===== src/rtl/fetch_pc_unit_pkg.sv =====
// Shared types for the N-wide fetch PC generator: redirect record, FSM states
// and the default geometry of the front end.
package fetch_pc_unit_pkg;

   localparam int          FETCH_ADDR_W   = 32;
   localparam int          FETCH_ISSUE_W  = 2;
   localparam logic [31:0] FETCH_RESET_PC = 32'hBFC0_0000;

   // A redirect request as seen by the PC register: exceptions outrank branches.
   typedef struct packed {
      logic                    vld;
      logic                    is_exc;
      logic [FETCH_ADDR_W-1:0] tgt;
   } redirect_t;

   typedef enum logic {
      PC_RUN,
      PC_PEND
   } pc_state_e;

   function automatic logic isAligned(input logic [1:0] lowBits);
      return lowBits == 2'b00;
   endfunction

endpackage


===== src/rtl/fetch_pc_unit_if.sv =====
// Fetch-side bundle between the issue/branch units, the PC generator and the I-cache port.
interface fetch_pc_unit_if
   import fetch_pc_unit_pkg::*;
#(
   parameter int ADDR_W  = FETCH_ADDR_W,
   parameter int ISSUE_W = FETCH_ISSUE_W
);
   localparam int CNT_W = $clog2(ISSUE_W + 1);

   logic                      stall;
   logic [CNT_W-1:0]          issue_cnt;
   logic                      br_valid;
   logic [ADDR_W-1:0]         br_target;
   logic                      exc_valid;
   logic [ADDR_W-1:0]         exc_target;
   logic                      if_req;
   logic                      if_ready;
   logic [ISSUE_W*ADDR_W-1:0] pc_o;
   logic [ISSUE_W-1:0]        lane_vld;
   logic                      flush;
   logic                      addr_err;

   modport master (
      input  stall, issue_cnt, br_valid, br_target, exc_valid, exc_target, if_ready,
      output if_req, pc_o, lane_vld, flush, addr_err
   );

   modport slave (
      output stall, issue_cnt, br_valid, br_target, exc_valid, exc_target, if_ready,
      input  if_req, pc_o, lane_vld, flush, addr_err
   );

endinterface


===== src/rtl/fetch_pc_unit_redirect_arb.sv =====
// Chooses which redirect the PC register should act on this cycle, merging fresh
// exception/branch requests with a redirect already parked behind a blocked fetch.
module pc_redirect_arb
   import fetch_pc_unit_pkg::*;
(
   input  logic                    exc_valid_i,
   input  logic [FETCH_ADDR_W-1:0] exc_target_i,
   input  logic                    br_valid_i,
   input  logic [FETCH_ADDR_W-1:0] br_target_i,
   input  redirect_t               pend_i,
   output redirect_t               sel_o
);

   redirect_t incoming;

   // A losing branch is simply dropped; a parked exception can only be replaced by a newer exception.
   always_comb begin
      incoming = '0;
      if (exc_valid_i) begin
         incoming = '{vld: 1'b1, is_exc: 1'b1, tgt: exc_target_i};
      end else if (br_valid_i) begin
         incoming = '{vld: 1'b1, is_exc: 1'b0, tgt: br_target_i};
      end

      sel_o = pend_i;
      if (!pend_i.vld || exc_valid_i || (br_valid_i && !pend_i.is_exc)) begin
         sel_o = incoming;
      end
   end

endmodule


===== src/rtl/fetch_pc_unit.sv =====
// N-wide fetch PC generator: owns the PC register, defers redirects across a stalled
// I-cache handshake and decodes per-lane addresses and valids from the PC.
module fetch_pc_unit
   import fetch_pc_unit_pkg::*;
#(
   parameter int              ADDR_W   = FETCH_ADDR_W,
   parameter int              ISSUE_W  = FETCH_ISSUE_W,
   parameter logic [ADDR_W-1:0] RESET_PC = FETCH_RESET_PC,
   parameter int              CNT_W    = $clog2(ISSUE_W + 1)
) (
   input logic             clk,
   input logic             rst,
   fetch_pc_unit_if.master bus
);

   logic [ADDR_W-1:0] pc_q, pc_d;
   pc_state_e         state_q, state_d;
   redirect_t         pend_q, pend_d;
   logic              flush_q, flush_d;
   logic              ifReq_q, ifReq_d;
   logic              addrErr_q, addrErr_d;

   logic              blocked;
   redirect_t         sel;
   logic [CNT_W-1:0]  cntClamp;
   logic [ADDR_W-1:0] advance;
   logic [ADDR_W-1:0] blockOff;

   pc_redirect_arb u_arb (
      .exc_valid_i  (bus.exc_valid),
      .exc_target_i (bus.exc_target),
      .br_valid_i   (bus.br_valid),
      .br_target_i  (bus.br_target),
      .pend_i       (pend_q),
      .sel_o        (sel)
   );

   assign blocked  = ifReq_q && !bus.if_ready;
   assign cntClamp = (bus.issue_cnt > CNT_W'(ISSUE_W)) ? CNT_W'(ISSUE_W) : bus.issue_cnt;
   assign advance  = ADDR_W'(cntClamp) << 2;

   // Sequential advance only counts a group that was actually requested, so the
   // first cycle after reset and the misaligned-PC state both hold the PC.
   always_comb begin
      pc_d    = pc_q;
      state_d = state_q;
      pend_d  = pend_q;
      flush_d = 1'b0;

      case (state_q)
         PC_RUN: begin
            if (sel.vld) begin
               if (blocked) begin
                  pend_d  = sel;
                  state_d = PC_PEND;
               end else begin
                  pc_d    = ADDR_W'(sel.tgt);
                  flush_d = 1'b1;
               end
            end else if (ifReq_q && !blocked && !bus.stall) begin
               pc_d = pc_q + advance;
            end
         end
         PC_PEND: begin
            pend_d = sel;
            if (!blocked) begin
               pc_d    = ADDR_W'(sel.tgt);
               flush_d = 1'b1;
               pend_d  = '0;
               state_d = PC_RUN;
            end
         end
         default: state_d = PC_RUN;
      endcase

      addrErr_d = !isAligned(pc_d[1:0]);
      ifReq_d   = !addrErr_d;
   end

   always_ff @(posedge clk) begin
      if (rst) begin
         pc_q      <= RESET_PC;
         state_q   <= PC_RUN;
         pend_q    <= '0;
         flush_q   <= 1'b0;
         ifReq_q   <= 1'b0;
         addrErr_q <= 1'b0;
      end else begin
         pc_q      <= pc_d;
         state_q   <= state_d;
         pend_q    <= pend_d;
         flush_q   <= flush_d;
         ifReq_q   <= ifReq_d;
         addrErr_q <= addrErr_d;
      end
   end

   assign bus.if_req   = ifReq_q;
   assign bus.flush    = flush_q;
   assign bus.addr_err = addrErr_q;

   // Word offset of lane 0 inside its ISSUE_W*4-byte block; lanes past the block end are invalid.
   assign blockOff = (pc_q >> 2) & ADDR_W'(ISSUE_W - 1);

   for (genvar i = 0; i < ISSUE_W; i++) begin : g_lane
      assign bus.pc_o[i*ADDR_W +: ADDR_W] = pc_q + ADDR_W'(4 * i);
      assign bus.lane_vld[i] = !addrErr_q && ((blockOff + ADDR_W'(i)) < ADDR_W'(ISSUE_W));
   end

endmodule

===== src/flat_wrapper.sv =====
// flat-port wrapper written by rule: the top's interface ports become plain ports
module fetch_pc_unit_flat import fetch_pc_unit_pkg::*;
#(
   parameter int              ADDR_W   = FETCH_ADDR_W,
   parameter int              ISSUE_W  = FETCH_ISSUE_W,
   parameter logic [ADDR_W-1:0] RESET_PC = FETCH_RESET_PC,
   parameter int              CNT_W    = $clog2(ISSUE_W + 1)
)
  (clk, rst, bus_stall, bus_issue_cnt, bus_br_valid, bus_br_target, bus_exc_valid, bus_exc_target, bus_if_ready, bus_if_req, bus_pc_o, bus_lane_vld, bus_flush, bus_addr_err);
  fetch_pc_unit_if #(.ADDR_W(ADDR_W), .ISSUE_W(ISSUE_W)) bus_i ();
  input logic clk;
  input logic rst;
  input wire logic [$bits(bus_i.stall)-1:0] bus_stall;
  input wire logic [$bits(bus_i.issue_cnt)-1:0] bus_issue_cnt;
  input wire logic [$bits(bus_i.br_valid)-1:0] bus_br_valid;
  input wire logic [$bits(bus_i.br_target)-1:0] bus_br_target;
  input wire logic [$bits(bus_i.exc_valid)-1:0] bus_exc_valid;
  input wire logic [$bits(bus_i.exc_target)-1:0] bus_exc_target;
  input wire logic [$bits(bus_i.if_ready)-1:0] bus_if_ready;
  output wire logic [$bits(bus_i.if_req)-1:0] bus_if_req;
  output wire logic [$bits(bus_i.pc_o)-1:0] bus_pc_o;
  output wire logic [$bits(bus_i.lane_vld)-1:0] bus_lane_vld;
  output wire logic [$bits(bus_i.flush)-1:0] bus_flush;
  output wire logic [$bits(bus_i.addr_err)-1:0] bus_addr_err;
  assign bus_i.stall = bus_stall;
  assign bus_i.issue_cnt = bus_issue_cnt;
  assign bus_i.br_valid = bus_br_valid;
  assign bus_i.br_target = bus_br_target;
  assign bus_i.exc_valid = bus_exc_valid;
  assign bus_i.exc_target = bus_exc_target;
  assign bus_i.if_ready = bus_if_ready;
  assign bus_if_req = bus_i.if_req;
  assign bus_pc_o = bus_i.pc_o;
  assign bus_lane_vld = bus_i.lane_vld;
  assign bus_flush = bus_i.flush;
  assign bus_addr_err = bus_i.addr_err;
  fetch_pc_unit #(.ADDR_W(ADDR_W), .ISSUE_W(ISSUE_W), .RESET_PC(RESET_PC), .CNT_W(CNT_W)) u_core (.clk(clk), .rst(rst), .bus(bus_i));
endmodule

===== config.mk =====
export PLATFORM = sky130hd
export DESIGN_NAME = fetch_pc_unit_flat
export DESIGN_NICKNAME = d
export VERILOG_FILES = /design/src/rtl/fetch_pc_unit_pkg.sv /design/src/rtl/fetch_pc_unit_if.sv /design/src/rtl/fetch_pc_unit_redirect_arb.sv /design/src/rtl/fetch_pc_unit.sv /design/src/flat_wrapper.sv
export SDC_FILE = /design/constraint.sdc
export NUM_CORES = 1
export LEC_CHECK = 0
export CAP_MARGIN = 0
export CORE_MARGIN = 1.5
export CORE_UTILIZATION = 25
export DETAILED_ROUTE_END_ITERATION = 7
export SYNTH_ARGS = -nofsm -noshare
export SYNTH_HDL_FRONTEND = slang
export SYNTH_SLANG_ARGS = --single-unit

===== constraint.sdc =====
create_clock -name clk -period 5.36 [get_ports clk]
set_clock_uncertainty 0.2 [all_clocks]
set_input_delay 1.608 -clock clk [delete_from_list [all_inputs] [get_ports clk]]
set_output_delay 1.608 -clock clk [all_outputs]
set_load 0.01 [all_outputs]

==> flow_metrics.tcl <==
set metrics [dict create \
    synth.avg_cell_area_um2 8.39 \
    cpLargestDelayFamily "simple AND/OR/NAND/NOR gates" \
    port-buffer-count 140 \
    die-width_um 132 \
    timing.critical_path.slowest_cell_delay_ns 0.56 \
    critical_path.cell_chain "and3_1 > nand4_1 > nor2_1 > nand3_1 > xnor2_1 > clkdlybuf4s50_1" \
    worst-path-stages 6 \
    cp_max_fo 11 \
    route.vias.total 4581 \
    antennaDiodeCount 0 \
    p_per_area_nw_per_um2 281 \
    number_of_antenna_violations_at_the_first_check_in_global_routing 0 \
    report.final.hold_viol_count 0 \
    residual_antenna_violating_net_count_after_detailed_routing 0 \
    cts_tree "built" \
    post-dp-hpwl_um 12800 \
    global_route.usage.total_pct 19.2 \
    max_slew.worst_pin.slew_ns 1.34 \
    synth_top_area_share_pct 33.5 \
    grt_overflow_total 0 \
    setup_viol 0 \
    static-leakage-power_nw 2.12 \
    cts-resized-gates 0 \
    synthCells 499 \
    synth_xor_area_share_pct 5.86 \
    synth.mux.area_fraction_pct 0.269 \
    rsz0062_at_grt "false" \
    cts.hold.buffers_added 0 \
    min_delay_worst_endpoint "u_core.pend_q[5]" \
    ys_warn_count 0 \
    netlist_top_cells_area "sky130_fd_sc_hd__dfxtp_1 (33%), sky130_fd_sc_hd__a222oi_1 (4.8%), sky130_fd_sc_hd__nand2_1 (4.5%)" \
    holdPathStages 2 \
    library_cell_used_as_clock_root_buffer "sky130_fd_sc_hd__clkbuf_16" \
    dominantRegCellSynth "sky130_fd_sc_hd__dfxtp_1" \
    status "finished, violations left" \
    post_synth_instance_area_um2 4190 \
    synth-seq-cells 70 \
    io_pins 141 \
    ir_drop_mv 0.134 \
    core.rowCount 47 \
    firstDrtPassIters 8 \
    critPathLaunchType "flop" \
    finalCoreUtilization_pct 36.8 \
    critPathRequiredTime_ns 3.55 \
    drcViolationCount 5 \
    worst_r2r_path_depth 8 \
    crit-reg2reg-capture "u_core.pc_q[26]" \
    postPlaceCellArea_um2 5740 \
    deepest_level_of_the_cts_h_tree 3 \
    worst-r2r-setup-slack_ns 2.28 \
    clk_path_buf_depth 2 \
    final_cell_area_um2 6070 \
    crit-reg2reg-launch "u_core.pc_q[2]" \
    gp_congestion 0.888 \
    crit_path_end_kind "output port" \
    avgViaCountPerCell 5.42 \
    crit_path_top_delay_cell "sky130_fd_sc_hd__dfxtp_1" \
    cts_made_buffers 9 \
    yosys.area.top_type "sky130_fd_sc_hd__dfxtp_1" \
    period_minus_slack_ns 4.76 \
    synth_edf_count 0 \
    ranking_of_synthesized_cells_by_instance_count "sky130_fd_sc_hd__dfxtp_1 (70), sky130_fd_sc_hd__nand2_1 (50), sky130_fd_sc_hd__nor2_1 (32), sky130_fd_sc_hd__o21ai_0 (31), sky130_fd_sc_hd__a211oi_1 (22)" \
    die_area_um2 17500 \
    final.setup.tns_ns 0 \
    post-place-cells 829 \
    mappedNetlistNets 575 \
    yosys.area_share.adder_pct 1.37 \
    timing_worst_setup_path_type "reg2out" \
    number_of_max_slew_violations_in_the_final_report 0 \
    detailedRoute.firstIterationViolations 587 \
    synth_cell_type_count 67 \
    share_of_layout_cells_above_drive_strength_1_pct 7.36 \
    clk-insertion-delay-late_ns 0.33 \
    grt_pass1_wl_um 26100 \
    layout_worst_path_cycle_share_pct 88.7 \
    clock_slew_at_reported_path_ffs_ns 0.06 \
    synth_top_family_by_area "compound AO/OA/AOI/OAI gates" \
    synth_sequential_area_ratio_pct 33.5 \
    worstPathArrival_ns 2.95 \
    worstHoldPathType "reg2reg" \
    timing.slew.headroom_pct 10.5 \
    layout-area-overhead-vs-synth_pct 44.9 \
    count_of_placed_standard_cells_in_the_final_layout_fillers_left_out 845 \
    post_synth_simple_gate_area_pct 22.4 \
    clkSinkCount 70 \
    fp.coreArea_um2 16500 \
    worstPathBufferInverterCount 1 \
    failed_checks "DRC" \
    async_flop_share_pct 0 \
    synth_most_common_cell "sky130_fd_sc_hd__dfxtp_1" \
    grt_start_max_net_pins 31 \
    hold_path.startpoint "u_core.pend_q[5]" \
    number_of_nets_at_the_end_of_the_flow 696 \
    first_global_vias 4401 \
    synth_compound_gate_area_share_pct 30.4 \
    die_height_um 132 \
    post_cts.repair.setup_buffers 0 \
    wl_per_cell_um 19.9 \
    detail_route.wirelength_um 16800 \
    maxCapViolCount 0 \
    initial_core_util_pct 25.4 \
    maxClockFrequency_mhz 210 \
]
-- layout make-up --
cell class                 count  area, um^2
tap                          220         275
inverter                      11        41.3
timing repair buffer         152        1490
fill                        1682       10400
multi-input combinational    376        2530
clock inverter                 6        85.1
clock buffer                  10         239
sequential                    70        1400
-- worst min-delay path: stages, from the launching register on --
cell and delay [ns]:
sky130_fd_sc_hd__dfxtp_1 0.32, sky130_fd_sc_hd__nand2_1 0.04, sky130_fd_sc_hd__o21ai_0 0.06
-- cell families (layout without fill, tap and decap cells) --
kind of cell	Yosys count	count (layout)
flip-flops	70	70
XOR/XNOR	28	28
adder cells (fa/ha/maj)	4	4
multiplexers	1	1
AO/OA/AOI/OAI	166	166
buffers and inverters	53	179
AND/OR/NAND/NOR	177	177
-- cell usage in the layout (no fill, tap or decap), types with 3 or more instances in the layout --
cell,netlist,final
sky130_fd_sc_hd__a211o_1,4,4
sky130_fd_sc_hd__a211oi_1,22,22
sky130_fd_sc_hd__a21o_1,4,4
sky130_fd_sc_hd__a21oi_1,21,21
sky130_fd_sc_hd__a222oi_1,20,20
sky130_fd_sc_hd__a22o_1,17,17
sky130_fd_sc_hd__a22oi_1,4,4
sky130_fd_sc_hd__a311oi_1,6,6
sky130_fd_sc_hd__and2_1,5,5
sky130_fd_sc_hd__and3_1,8,8
sky130_fd_sc_hd__and4_1,7,7
sky130_fd_sc_hd__buf_4,5,12
sky130_fd_sc_hd__clkbuf_16,0,9
sky130_fd_sc_hd__clkdlybuf4s50_1,0,140
sky130_fd_sc_hd__dfxtp_1,70,70
sky130_fd_sc_hd__ha_1,3,3
sky130_fd_sc_hd__inv_1,11,11
sky130_fd_sc_hd__nand2_1,50,50
sky130_fd_sc_hd__nand2b_1,4,4
sky130_fd_sc_hd__nand3_1,18,18
sky130_fd_sc_hd__nand4_1,9,9
sky130_fd_sc_hd__nor2_1,32,31
sky130_fd_sc_hd__nor2b_1,8,8
sky130_fd_sc_hd__nor3_1,16,15
sky130_fd_sc_hd__o21ai_0,31,31
sky130_fd_sc_hd__o2bb2ai_1,7,7
sky130_fd_sc_hd__o31a_1,3,3
sky130_fd_sc_hd__xnor2_1,20,20
sky130_fd_sc_hd__xor2_1,8,8
-- sequential cells by signal, summed over array words and instances, names as in the netlist --
name,flops
u_core.bus.if_req,1
u_core.state_q,1
u_core.bus.addr_err,1
u_core.pend_q,34
u_core.bus.flush,1
u_core.pc_q,32
-- per-stage QoR --
| step | total power, mW | setup WS [ns] | hold WS, ns |
|---|---|---|---|
| 3_3_place_gp | 1.06 | 0.635 | 0.239 |
| 5_1_grt | 1.78 | 0.423 | 0.286 |
| 3_5_place_dp | 1.06 | 0.634 | 0.247 |
| 2_1_floorplan | 0.825 | 1.61 | 0.225 |
| 4_1_cts | 1.71 | 0.564 | 0.259 |
| 6_report | 1.70 | 0.605 | 0.258 |
-- layer usage --
layer	share of wire, %	GRT usage [%]	up-vias
li1	-	-	2142
met1	48	28.4	2213
met2	43	28.7	210
met3	8.0	3.34	16
met4	0.89	4.46	0
met5	0	0	-
-- worst max path at each step --
stage | endpoint | slack, ns | from
floorplan | u_core.pc_q[26] | 1.61 | bus_issue_cnt[0]
global placement | u_core.pc_q[26] | 0.64 | bus_issue_cnt[0]
detailed placement | u_core.pc_q[2] | 0.63 | bus_br_valid
CTS | bus_pc_o[57] | 0.56 | u_core.pc_q[4]
global route | bus_pc_o[57] | 0.42 | u_core.pc_q[4]
finish | bus_pc_o[57] | 0.60 | u_core.pc_q[4]
-- where the power goes --
part           switching [mW]  internal, mW  leakage [nW]
Sequential             0.0685         0.558         0.574
Clock                   0.231         0.418         0.154
Combinational           0.200         0.229          1.39
(Power assumes the default switching activity.)
